**src/rtl/axi_pkg.sv**
```systemverilog
// Shared AXI types for the burst master: channel widths, burst/response codes
// and the master state encoding.
`ifndef AXI_ADDR_BITS
`define AXI_ADDR_BITS 32
`endif
`ifndef AXI_DATA_BITS
`define AXI_DATA_BITS 32
`endif
`ifndef AXI_STRB_BITS
`define AXI_STRB_BITS 4
`endif
`ifndef AXI_LEN_BITS
`define AXI_LEN_BITS 4
`endif
`ifndef AXI_SIZE_BITS
`define AXI_SIZE_BITS 3
`endif
`ifndef AXI_ID_BITS
`define AXI_ID_BITS 4
`endif

package axi_pkg;

   typedef enum logic [1:0] {
      BURST_FIXED = 2'b00,
      BURST_INCR  = 2'b01,
      BURST_WRAP  = 2'b10
   } burst_e;

   localparam logic [1:0] RESP_OKAY   = 2'b00;
   localparam logic [1:0] RESP_EXOKAY = 2'b01;
   localparam logic [1:0] RESP_SLVERR = 2'b10;
   localparam logic [1:0] RESP_DECERR = 2'b11;

   typedef enum logic [2:0] {
      ST_IDLE = 3'd0,
      ST_AR   = 3'd1,
      ST_R    = 3'd2,
      ST_AW   = 3'd3,
      ST_W    = 3'd4,
      ST_B    = 3'd5
   } mst_state_e;

   // Response codes are ordered by severity, so "worst" is a plain maximum.
   function automatic logic [1:0] resp_max(input logic [1:0] a, input logic [1:0] b);
      return (a > b) ? a : b;
   endfunction

endpackage

```
**src/rtl/axi_burst_master.sv**
```systemverilog
// Single-outstanding AXI4 initiator: turns one core memory request into one
// INCR read or write burst and reports completion with the worst response.
//
// state | meaning
// IDLE  | waiting for a core request (req_ready=1)
// AR    | read address presented, waiting for ARREADY
// R     | accepting read beats until RLAST
// AW    | write address presented, waiting for AWREADY
// W     | forwarding core write beats, WLAST on the len-th beat
// B     | waiting for the write response
module axi_burst_master
   import axi_pkg::*;
#(
   parameter logic [`AXI_ID_BITS-1:0] MASTER_ID = '0
) (
   input  logic                        ACLK,
   input  logic                        ARESETn,
   input  logic                        req_valid,
   output logic                        req_ready,
   input  logic                        req_write,
   input  logic [`AXI_ADDR_BITS-1:0]   req_addr,
   input  logic [`AXI_LEN_BITS-1:0]    req_len,
   input  logic [`AXI_SIZE_BITS-1:0]   req_size,
   input  logic                        wd_valid,
   output logic                        wd_ready,
   input  logic [`AXI_DATA_BITS-1:0]   wd_data,
   input  logic [`AXI_STRB_BITS-1:0]   wd_strb,
   output logic                        rd_valid,
   output logic [`AXI_DATA_BITS-1:0]   rd_data,
   output logic                        rd_last,
   output logic                        done,
   output logic [1:0]                  done_resp,
   output logic [`AXI_ID_BITS-1:0]     ARID,
   output logic [`AXI_ADDR_BITS-1:0]   ARADDR,
   output logic [`AXI_LEN_BITS-1:0]    ARLEN,
   output logic [`AXI_SIZE_BITS-1:0]   ARSIZE,
   output logic [1:0]                  ARBURST,
   output logic                        ARVALID,
   input  logic                        ARREADY,
   input  logic [`AXI_ID_BITS-1:0]     RID,
   input  logic [`AXI_DATA_BITS-1:0]   RDATA,
   input  logic [1:0]                  RRESP,
   input  logic                        RLAST,
   input  logic                        RVALID,
   output logic                        RREADY,
   output logic [`AXI_ID_BITS-1:0]     AWID,
   output logic [`AXI_ADDR_BITS-1:0]   AWADDR,
   output logic [`AXI_LEN_BITS-1:0]    AWLEN,
   output logic [`AXI_SIZE_BITS-1:0]   AWSIZE,
   output logic [1:0]                  AWBURST,
   output logic                        AWVALID,
   input  logic                        AWREADY,
   output logic [`AXI_DATA_BITS-1:0]   WDATA,
   output logic [`AXI_STRB_BITS-1:0]   WSTRB,
   output logic                        WLAST,
   output logic                        WVALID,
   input  logic                        WREADY,
   input  logic [`AXI_ID_BITS-1:0]     BID,
   input  logic [1:0]                  BRESP,
   input  logic                        BVALID,
   output logic                        BREADY
);

   mst_state_e                 state_q, state_d;
   logic [`AXI_ADDR_BITS-1:0]  addr_q, addr_d;
   logic [`AXI_LEN_BITS-1:0]   len_q, len_d;
   logic [`AXI_SIZE_BITS-1:0]  size_q, size_d;
   logic [`AXI_LEN_BITS-1:0]   cnt_q, cnt_d;
   logic [1:0]                 resp_q, resp_d;
   logic                       last_beat;
   logic                       unused_ids;

   assign unused_ids = ^{RID, BID};
   assign last_beat  = (cnt_q == len_q);

   always_ff @(posedge ACLK or negedge ARESETn) begin
      if (!ARESETn) begin
         state_q <= ST_IDLE;
         addr_q  <= '0;
         len_q   <= '0;
         size_q  <= '0;
         cnt_q   <= '0;
         resp_q  <= RESP_OKAY;
      end else begin
         state_q <= state_d;
         addr_q  <= addr_d;
         len_q   <= len_d;
         size_q  <= size_d;
         cnt_q   <= cnt_d;
         resp_q  <= resp_d;
      end
   end

   always_comb begin
      state_d   = state_q;
      addr_d    = addr_q;
      len_d     = len_q;
      size_d    = size_q;
      cnt_d     = cnt_q;
      resp_d    = resp_q;
      done      = 1'b0;
      done_resp = RESP_OKAY;
      case (state_q)
         ST_IDLE: begin
            if (req_valid) begin
               addr_d  = req_addr;
               len_d   = req_len;
               size_d  = req_size;
               cnt_d   = '0;
               resp_d  = RESP_OKAY;
               state_d = req_write ? ST_AW : ST_AR;
            end
         end
         ST_AR: if (ARREADY) state_d = ST_R;
         ST_R: begin
            if (RVALID) begin
               cnt_d  = cnt_q + 1'b1;
               resp_d = resp_max(resp_q, RRESP);
               if (RLAST) begin
                  state_d   = ST_IDLE;
                  done      = 1'b1;
                  // A slave ending the burst early (or late) is reported as an error.
                  done_resp = last_beat ? resp_max(resp_q, RRESP) : RESP_SLVERR;
               end
            end
         end
         ST_AW: if (AWREADY) state_d = ST_W;
         ST_W: begin
            if (wd_valid && WREADY) begin
               cnt_d = cnt_q + 1'b1;
               if (last_beat) state_d = ST_B;
            end
         end
         ST_B: begin
            if (BVALID) begin
               state_d   = ST_IDLE;
               done      = 1'b1;
               done_resp = resp_max(BRESP, resp_q);
            end
         end
         default: state_d = ST_IDLE;
      endcase
   end

   // req_ready is masked by reset so the core never sees an accept during reset.
   assign req_ready = (state_q == ST_IDLE) && ARESETn;

   assign ARID    = MASTER_ID;
   assign ARADDR  = addr_q;
   assign ARLEN   = len_q;
   assign ARSIZE  = size_q;
   assign ARBURST = BURST_INCR;
   assign ARVALID = (state_q == ST_AR);

   assign RREADY   = (state_q == ST_R);
   assign rd_valid = (state_q == ST_R) && RVALID;
   assign rd_data  = RDATA;
   assign rd_last  = (state_q == ST_R) && RLAST;

   assign AWID    = MASTER_ID;
   assign AWADDR  = addr_q;
   assign AWLEN   = len_q;
   assign AWSIZE  = size_q;
   assign AWBURST = BURST_INCR;
   assign AWVALID = (state_q == ST_AW);

   assign WVALID   = (state_q == ST_W) && wd_valid;
   assign wd_ready = (state_q == ST_W) && WREADY;
   assign WDATA    = wd_data;
   assign WSTRB    = wd_strb;
   assign WLAST    = (state_q == ST_W) && last_beat;

   assign BREADY = (state_q == ST_B);

endmodule

```
**config.mk**
```make
export PLATFORM = sky130hd
export DESIGN_NAME = axi_burst_master
export DESIGN_NICKNAME = d
export VERILOG_FILES = /design/src/rtl/axi_pkg.sv /design/src/rtl/axi_burst_master.sv
export SDC_FILE = /design/constraint.sdc
export NUM_CORES = 1
export LEC_CHECK = 0
export CORE_AREA = 2 2 116 118
export DETAILED_ROUTE_END_ITERATION = 8
export DIE_AREA = 0 0 118 120
export PLACE_DENSITY_LB_ADDON = 0.12
export SETUP_SLACK_MARGIN = 0.5
export SLEW_MARGIN = 20
export SYNTH_ARGS = -nofsm -noshare
export SYNTH_HDL_FRONTEND = slang
export SYNTH_SLANG_ARGS = --single-unit
```
**constraint.sdc**
```tcl
create_clock -name ACLK -period 2.1 [get_ports ACLK]
set_input_delay 0.315 -clock ACLK [delete_from_list [all_inputs] [get_ports ACLK]]
set_output_delay 0.315 -clock ACLK [all_outputs]
set_load 0.05 [all_outputs]
```
## Yosys cells after proc, flatten, opt, wreduce, memory -nomap -nowiden

Index checks and enable logic that the tools add are counted.

- Memories kept: 0
- Logic and storage cells: 65
- Output and inout port bits: 171
- Bits in writable memories: 0
- Input bits: 130
- Memory bits (read-only): 0
- Register bits after elaboration: 48
- Bits in latches: 0

- Div/mod/pow operators: 0
- Add/subtract/negate cells: 1
- $mul: 0
- Multiplexer cells: 28
- Equality and inequality tests: 14
- $lt $le $gt $ge: 2
- Shifts and indexed selects: 0
- Bitwise gates (word level): 0
- Reductions and logical operators: 14

Operators with widths:

| cell | count |
|---|---|
| $mux 3 | 8 |
| $mux 2 | 9 |
| $pmux 3 s6 | 1 |
| $mux 4 | 3 |
| $ne 2x2->1 const B | 6 |
| $pmux 4 s3 | 1 |
| $pmux 2 s2 | 2 |
| $reduce_and 8->1 | 1 |
| $logic_and 1x1->1 | 7 |
| $eq 3x2->1 const B | 2 |
| $eq 3x3->1 const B | 2 |
| $add 4x1->4 const B | 1 |
| $eq 4x4->1 | 1 |
| $gt 2x2->1 | 2 |
| $ne 2x1->1 const B | 2 |
| $reduce_and 4->1 | 1 |
| $eq 3x1->1 const B | 1 |
| $logic_not 3->1 | 1 |
| $mux 1 | 3 |
| $reduce_and 3->1 | 1 |
| $reduce_bool 3->1 | 1 |
| $pmux 1 s2 | 1 |
| $reduce_and 2->1 | 1 |
| $reduce_bool 2->1 | 1 |

## Depth between registers and ports, before layout

- Word-level depth: 6
- Mapped depth: 6

## Worst setup path after synthesis

Ideal clock, no wire load.

- Path kind: register to output
- Start: register state_q[0]
- End: output done_resp[1]
- Required time: 1.785 ns
- Path slack: -1.173 ns
- Path buffers: 1
- Data arrival time: 2.958 ns
- Stages on the path, launching flop included: 6
- Cell sequence: dfrtp_1 buf_2 inv_1 nor3b_1 nand2_1 o22ai_1

- Longest elaborated chain between the ends: 2
- Elaborated cells on any way between the ends: 3
- Classes of those cells: eq/ne (2); mux (1)

RTL lines:

| what | RTL line | RTL |
|---|---|---|
| from (decl) | axi_burst_master.sv:64 | `mst_state_e state_q, state_d;` |
| from (signal assigned) | axi_burst_master.sv:85 | `state_q <= state_d;` |
| $eq 3x3->1 | -- |  |
| via BREADY | axi_burst_master.sv:61 | `output logic BREADY` |
| $pmux 2 s2 | axi_burst_master.sv:103 | `case (state_q)` |
| to (decl) | axi_burst_master.sv:32 | `output logic [1:0] done_resp,` |

The timed path passes the listed nets, and every way through them passes these cells.

## Final worst setup path

- Start: register resp_q[0]
- End: output done_resp[0]

- Longest elaborated chain between the ends: 6
- Elaborated cells on any way between the ends: 9
- Classes of those cells: order compare (2); mux (7)

RTL lines:

| what | RTL line | RTL |
|---|---|---|
| from (decl) | axi_burst_master.sv:69 | `logic [1:0] resp_q, resp_d;` |
| from (signal assigned) | axi_burst_master.sv:90 | `resp_q <= resp_d;` |
| $gt 2x2->1 | axi_pkg.sv:46 | `return (a > b) ? a : b;` |
| $mux 2 | axi_pkg.sv:46 |  |
| $mux 2 | axi_burst_master.sv:123 | `done_resp = last_beat ? resp_max(resp_q, RRESP) : RESP_SLVERR;` |
| $mux 2 | axi_burst_master.sv:119 | `if (RLAST) begin` |
| $mux 2 | axi_burst_master.sv:116 | `if (RVALID) begin` |
| $pmux 2 s2 (*) | axi_burst_master.sv:103 |  |

Mark *: on every way between the ends. The rest lies on a longest branch, timed or not.

==> flow_summary.html <==
<table>
<tr><th>Metric</th><th>Value</th></tr>
<tr><th colspan="2">Run status</th></tr>
<tr><td>Outcome</td><td>finished, violations left</td></tr>
<tr><td>Failing checks</td><td>setup timing</td></tr>
<tr><th colspan="2">Floorplan</th></tr>
<tr><td>Number of placed I/O pins</td><td>301</td></tr>
<tr><td>Die height</td><td>120 um</td></tr>
<tr><td>Starting density of the core</td><td>0.251</td></tr>
<tr><td>Overall die area</td><td>0.0142 sq mm</td></tr>
<tr><td>Horizontal extent of the die</td><td>118 um</td></tr>
<tr><td>Core Rows</td><td>42</td></tr>
<tr><td>Placeable Area</td><td>0.0130 sq mm</td></tr>
<tr><th colspan="2">Synth</th></tr>
<tr><td>Share of the synthesized area in compound gates (AO/OA/AOI/OAI)</td><td>0.0499</td></tr>
<tr><td>Largest family of logic cells by synthesized area</td><td>buffers and inverters</td></tr>
<tr><td>Count of flip-flops with a built-in enable after synthesis</td><td>0</td></tr>
<tr><td>Fraction of the mapped netlist area in simple logic gates</td><td>0.0891</td></tr>
<tr><td>Portion of netlist area occupied by mux cells</td><td>0.151</td></tr>
<tr><td>YS warnings</td><td>0</td></tr>
<tr><td>Flops &amp; latches, synth</td><td>48</td></tr>
<tr><td>Share of synthesized cell area in full adder, half adder and majority cells</td><td>0.0269</td></tr>
<tr><td>Area of the mapped netlist</td><td>0.00326 sq mm</td></tr>
<tr><td>Share of the synthesized netlist area taken by xor and xnor gates</td><td>0.0108</td></tr>
<tr><td>Async SR Flop Fraction</td><td>1.00</td></tr>
<tr><td>Synth Flop Type</td><td>dfrtp_1</td></tr>
<tr><td>Post-synthesis instance total</td><td>316</td></tr>
<tr><td>Average instance area after synthesis</td><td>10.3 sq um</td></tr>
<tr><td>Count of cell types in the netlist</td><td>38</td></tr>
<tr><td>Proportion of synthesized chip area in sequential cells</td><td>0.369</td></tr>
<tr><th colspan="2">Worst setup path</th></tr>
<tr><td>Count of buffer and inverter cells on the critical path</td><td>2</td></tr>
<tr><td>Top delay family on crit path</td><td>compound AO/OA/AOI/OAI gates</td></tr>
<tr><td>Arrival time at the worst endpoint</td><td>1.82 ns</td></tr>
<tr><td>Critical path's largest stage delay</td><td>0.41 ns</td></tr>
<tr><td>Highest net fanout along the worst path</td><td>3</td></tr>
<tr><td>Type of destination of the critical path</td><td>output port</td></tr>
<tr><td>Start-to-end type of the worst setup path</td><td>flop to output port</td></tr>
<tr><td>Crit path cell chain</td><td>inv_2 -&gt; ha_4 -&gt; nor3_2 -&gt; a21oi_1 -&gt; o22ai_2 -&gt; o32ai_4 -&gt; buf_12</td></tr>
<tr><td>Required arrival time at the worst endpoint</td><td>1.78 ns</td></tr>
<tr><td>Cell type of the slowest stage on the worst timing path</td><td>dfrtp_1</td></tr>
<tr><td>Critical path startpoint category</td><td>flop</td></tr>
<tr><th colspan="2">Finish</th></tr>
<tr><td>Leading cell type in the layout, fill and taps excluded</td><td>dlygate4sd2_1</td></tr>
<tr><td>Area delta synth-&gt;final</td><td>61.5%</td></tr>
<tr><td>Filler cells</td><td>1,327</td></tr>
<tr><td>Fin nets</td><td>540</td></tr>
<tr><td>Ratio of cells with drive above 1 in the final layout</td><td>0.426</td></tr>
<tr><td>Sequential cell area in the final layout</td><td>0.00120 sq mm</td></tr>
<tr><td>Area of the multi-input gates</td><td>0.00156 sq mm</td></tr>
<tr><td>Highest-count cells in the layout ignoring fill and taps</td><td>dlygate4sd2_1, clkdlybuf4s50_1, dfrtp_1</td></tr>
<tr><th colspan="2">STA</th></tr>
<tr><td>RSZ-0062 raised after global routing</td><td>true</td></tr>
<tr><td>Final Max Tran Viols</td><td>0</td></tr>
<tr><td>Post-layout worst setup margin</td><td>-0.0376 ns</td></tr>
<tr><td>Transition time at the pin with the least slew margin</td><td>0.675 ns</td></tr>
<tr><td>Top achievable clock speed</td><td>0.468 GHz</td></tr>
<tr><td>Worst slew slack as a fraction of its limit</td><td>0.550</td></tr>
<tr><td>Setup TNS after final layout</td><td>-0.0376 ns</td></tr>
<tr><td>Final min period</td><td>2.14 ns</td></tr>
<tr><td>Final number of hold-violating endpoints</td><td>0</td></tr>
<tr><td>Final worst-path cycle share</td><td>1.02</td></tr>
<tr><td>Final Skew</td><td>0.00546 ns</td></tr>
<tr><td>Endpoints failing setup</td><td>1</td></tr>
<tr><th colspan="2">Clock network</th></tr>
<tr><td>CTS tree</td><td>yes</td></tr>
<tr><td>Cell chosen for the clock root</td><td>clkbuf_16</td></tr>
<tr><td>Reg clk slew, reported paths</td><td>0.06 ns</td></tr>
<tr><td>Number of clock buffers inserted by TritonCTS</td><td>5</td></tr>
<tr><td>Maximum buffer depth of the clock tree</td><td>2</td></tr>
<tr><td>Sinks on Clock Net</td><td>48</td></tr>
<tr><td>Worst skew pair latency</td><td>0.30 ns</td></tr>
<tr><td>CTS H-Tree Depth</td><td>2</td></tr>
<tr><td>Hold Buf Count CTS</td><td>0</td></tr>
<tr><th colspan="2">Power and ir drop</th></tr>
<tr><td>Switching share of power</td><td>0.522</td></tr>
<tr><td>Max VDD drop</td><td>0.846 mV</td></tr>
<tr><td>Power Dens Cells</td><td>1980 mW/mm^2</td></tr>
<tr><td>Int Power</td><td>4.98 mW</td></tr>
<tr><td>Combinational share of power</td><td>0.747</td></tr>
<tr><td>Sequential share of power</td><td>0.171</td></tr>
<tr><td>Cell leakage power</td><td>2.38 nW</td></tr>
<tr><td>Tot Pwr</td><td>10.4 mW</td></tr>
<tr><td>Clock power share</td><td>0.081</td></tr>
<tr><td>Reported net switching power</td><td>5.43 mW</td></tr>
<tr><th colspan="2">Global routing</th></tr>
<tr><td>Vias in the first global route</td><td>2,551</td></tr>
<tr><td>Global-route met1 utilization</td><td>0.155</td></tr>
<tr><td>Grt ovf</td><td>0</td></tr>
<tr><td>Met3 Usage GRT</td><td>0.0532</td></tr>
<tr><td>Maximum number of pins on one net before global-route repair</td><td>49</td></tr>
<tr><td>Tot GR Track Use</td><td>0.133</td></tr>
<tr><td>Met2 routing resource usage after global routing</td><td>0.223</td></tr>
<tr><td>First-pass GRT wire length</td><td>14,600 um</td></tr>
<tr><td>Initial antenna violation count</td><td>2</td></tr>
<tr><td>GRT Max-Usage Layer</td><td>met2</td></tr>
<tr><th colspan="2">Placed design</th></tr>
<tr><td>Buffers on Ports</td><td>144</td></tr>
<tr><td>Routability congestion estimate</td><td>0.739</td></tr>
<tr><td>HPWL after DPL</td><td>6420 um</td></tr>
<tr><th colspan="2">Drt</th></tr>
<tr><td>Number of iterations in the first detailed-routing pass</td><td>4</td></tr>
<tr><td>Antenna-violating nets left</td><td>0</td></tr>
<tr><td>Residual DRC count</td><td>0</td></tr>
<tr><td>Number of vias per cell</td><td>4.19</td></tr>
<tr><td>Post-DR wirelength/cell</td><td>16.1 um</td></tr>
<tr><td>Via total after detailed routing</td><td>2,441</td></tr>
<tr><td>Sum of routed wire length over all layers</td><td>9340 um</td></tr>
<tr><td>Number of violations reported at the end of detailed-routing iteration 0</td><td>63</td></tr>
<tr><th colspan="2">Min path</th></tr>
<tr><td>Type of the worst min-delay path</td><td>input port to async pin</td></tr>
<tr><th colspan="2">Run</th></tr>
<tr><td>Max Cap Viol</td><td>0</td></tr>
</table>
==> logic make-up after synthesis <==
logic type,count (synthesis)
AOI/OAI and AO/OA,24
buffers and inverters,138
DFF,48
and+or+nand+nor,49
other,2
adders and majority gates,7
muxes,44
xor gates and xnor gates,4
==> cell type report <==
cell class / count / share of cell area
repair buffers: 197 / 0.392
clock buffers: 6 / 0.0264
clock inverters: 2 / 0.00262
multi-input cells: 140 / 0.297
flip-flops and latches: 48 / 0.229
diodes: 2 / 0.000951
well taps: 176 / 0.0419
inverters: 11 / 0.00951
==> final timing paths <==
check | startpoint | endpoint | slack [ns] | cells after the start
min in group ACLK | ARSIZE[1] | ARSIZE[1] | 0.53 | 1
setup / recovery | resp_q[0] | done_resp[0] | -0.04 | 7
hold / removal | ARESETn | state_q[1] | 0.14 | 2
max in group asynchronous | ARESETn | state_q[2] | 1.49 | 2
setup reg to reg | state_q[0] | ARSIZE[2] | 0.32 | 7
hold reg to reg | ARSIZE[1] | ARSIZE[1] | 0.53 | 1
==> cells in the mapped netlist (2+ instances only) <==
cell type	n	area [sq um]
nor3b_1	5	37.5
ha_1	7	87.6
buf_4	122	916
mux2_1	39	439
and2_1	3	18.8
mux2i_1	2	20.0
o221ai_1	2	17.5
inv_1	11	41.3
mux2_2	3	33.8
nor3_1	7	35.0
nand2_1	7	26.3
nor2b_1	5	31.3
conb_1	2	7.51
nand2b_1	3	18.8
and3_1	3	18.8
a21oi_1	4	20.0
xnor2_1	4	35.0
dfrtp_1	48	1200
a22o_1	2	17.5
nand4_1	2	12.5
o21ai_0	6	30.0
nor2_1	7	26.3
o22ai_1	4	25.0
buf_2	4	20.0
==> flip-flops by register name, indices dropped and copies added, names as in the netlist <==
name     cells
ARADDR      32
ARLEN        4
cnt_q        4
ARSIZE       3
state_q      3
resp_q       2
==> per-stage QoR <==
stage	hold WS, ns	setup slack, ns	utilization	cell area (sq um)	std cells
after CTS	0.184	-0.0405	0.394	5110	568
after global routing	0.212	-0.145	0.405	5260	580
final	0.141	-0.0376	0.405	5260	582
after detailed placement	0.501	-0.244	0.332	4320	529
after floorplan	0.0194	0.0373	-	3390	326
after global placement	0.493	-0.217	0.332	4320	529
==> worst reg2reg max path, stage by stage (launching register included) <==
cell and delay, ns:
dfrtp_2 0.47, buf_6 0.15, nor4b_4 0.27, buf_6 0.14, buf_6 0.09, buf_6 0.12
buf_12 0.14, mux2_4 0.30
==> layer usage <==
layer,vias to the layer above,share of wire
met3,23,0.086
li1,1107,-
met2,124,0.50
met5,-,0
met4,0,0.025
met1,1187,0.39
==> power by group through the flow <==
stage	Clock, mW	Combinational [mW]	Sequential (mW)
4_1_cts	0.891	7.51	1.81
6_report	0.847	7.78	1.78
3_3_place_gp	0	6.45	1.88
3_5_place_dp	0	6.46	1.89
5_1_grt	0.924	8.11	1.87
2_1_floorplan	0	3.88	3.08
==> timing repair <==
action / CTS / global route
gates resized for setup: 193 / 31
pin swaps: 24 / 13
endpoints found under the setup margin: 136 / 64
gates cloned: 4 / 0
endpoints found under the hold margin: 0 / 0
setup buffers: 27 / 12
No activity file was read; power rests on OpenSTA's default activity.
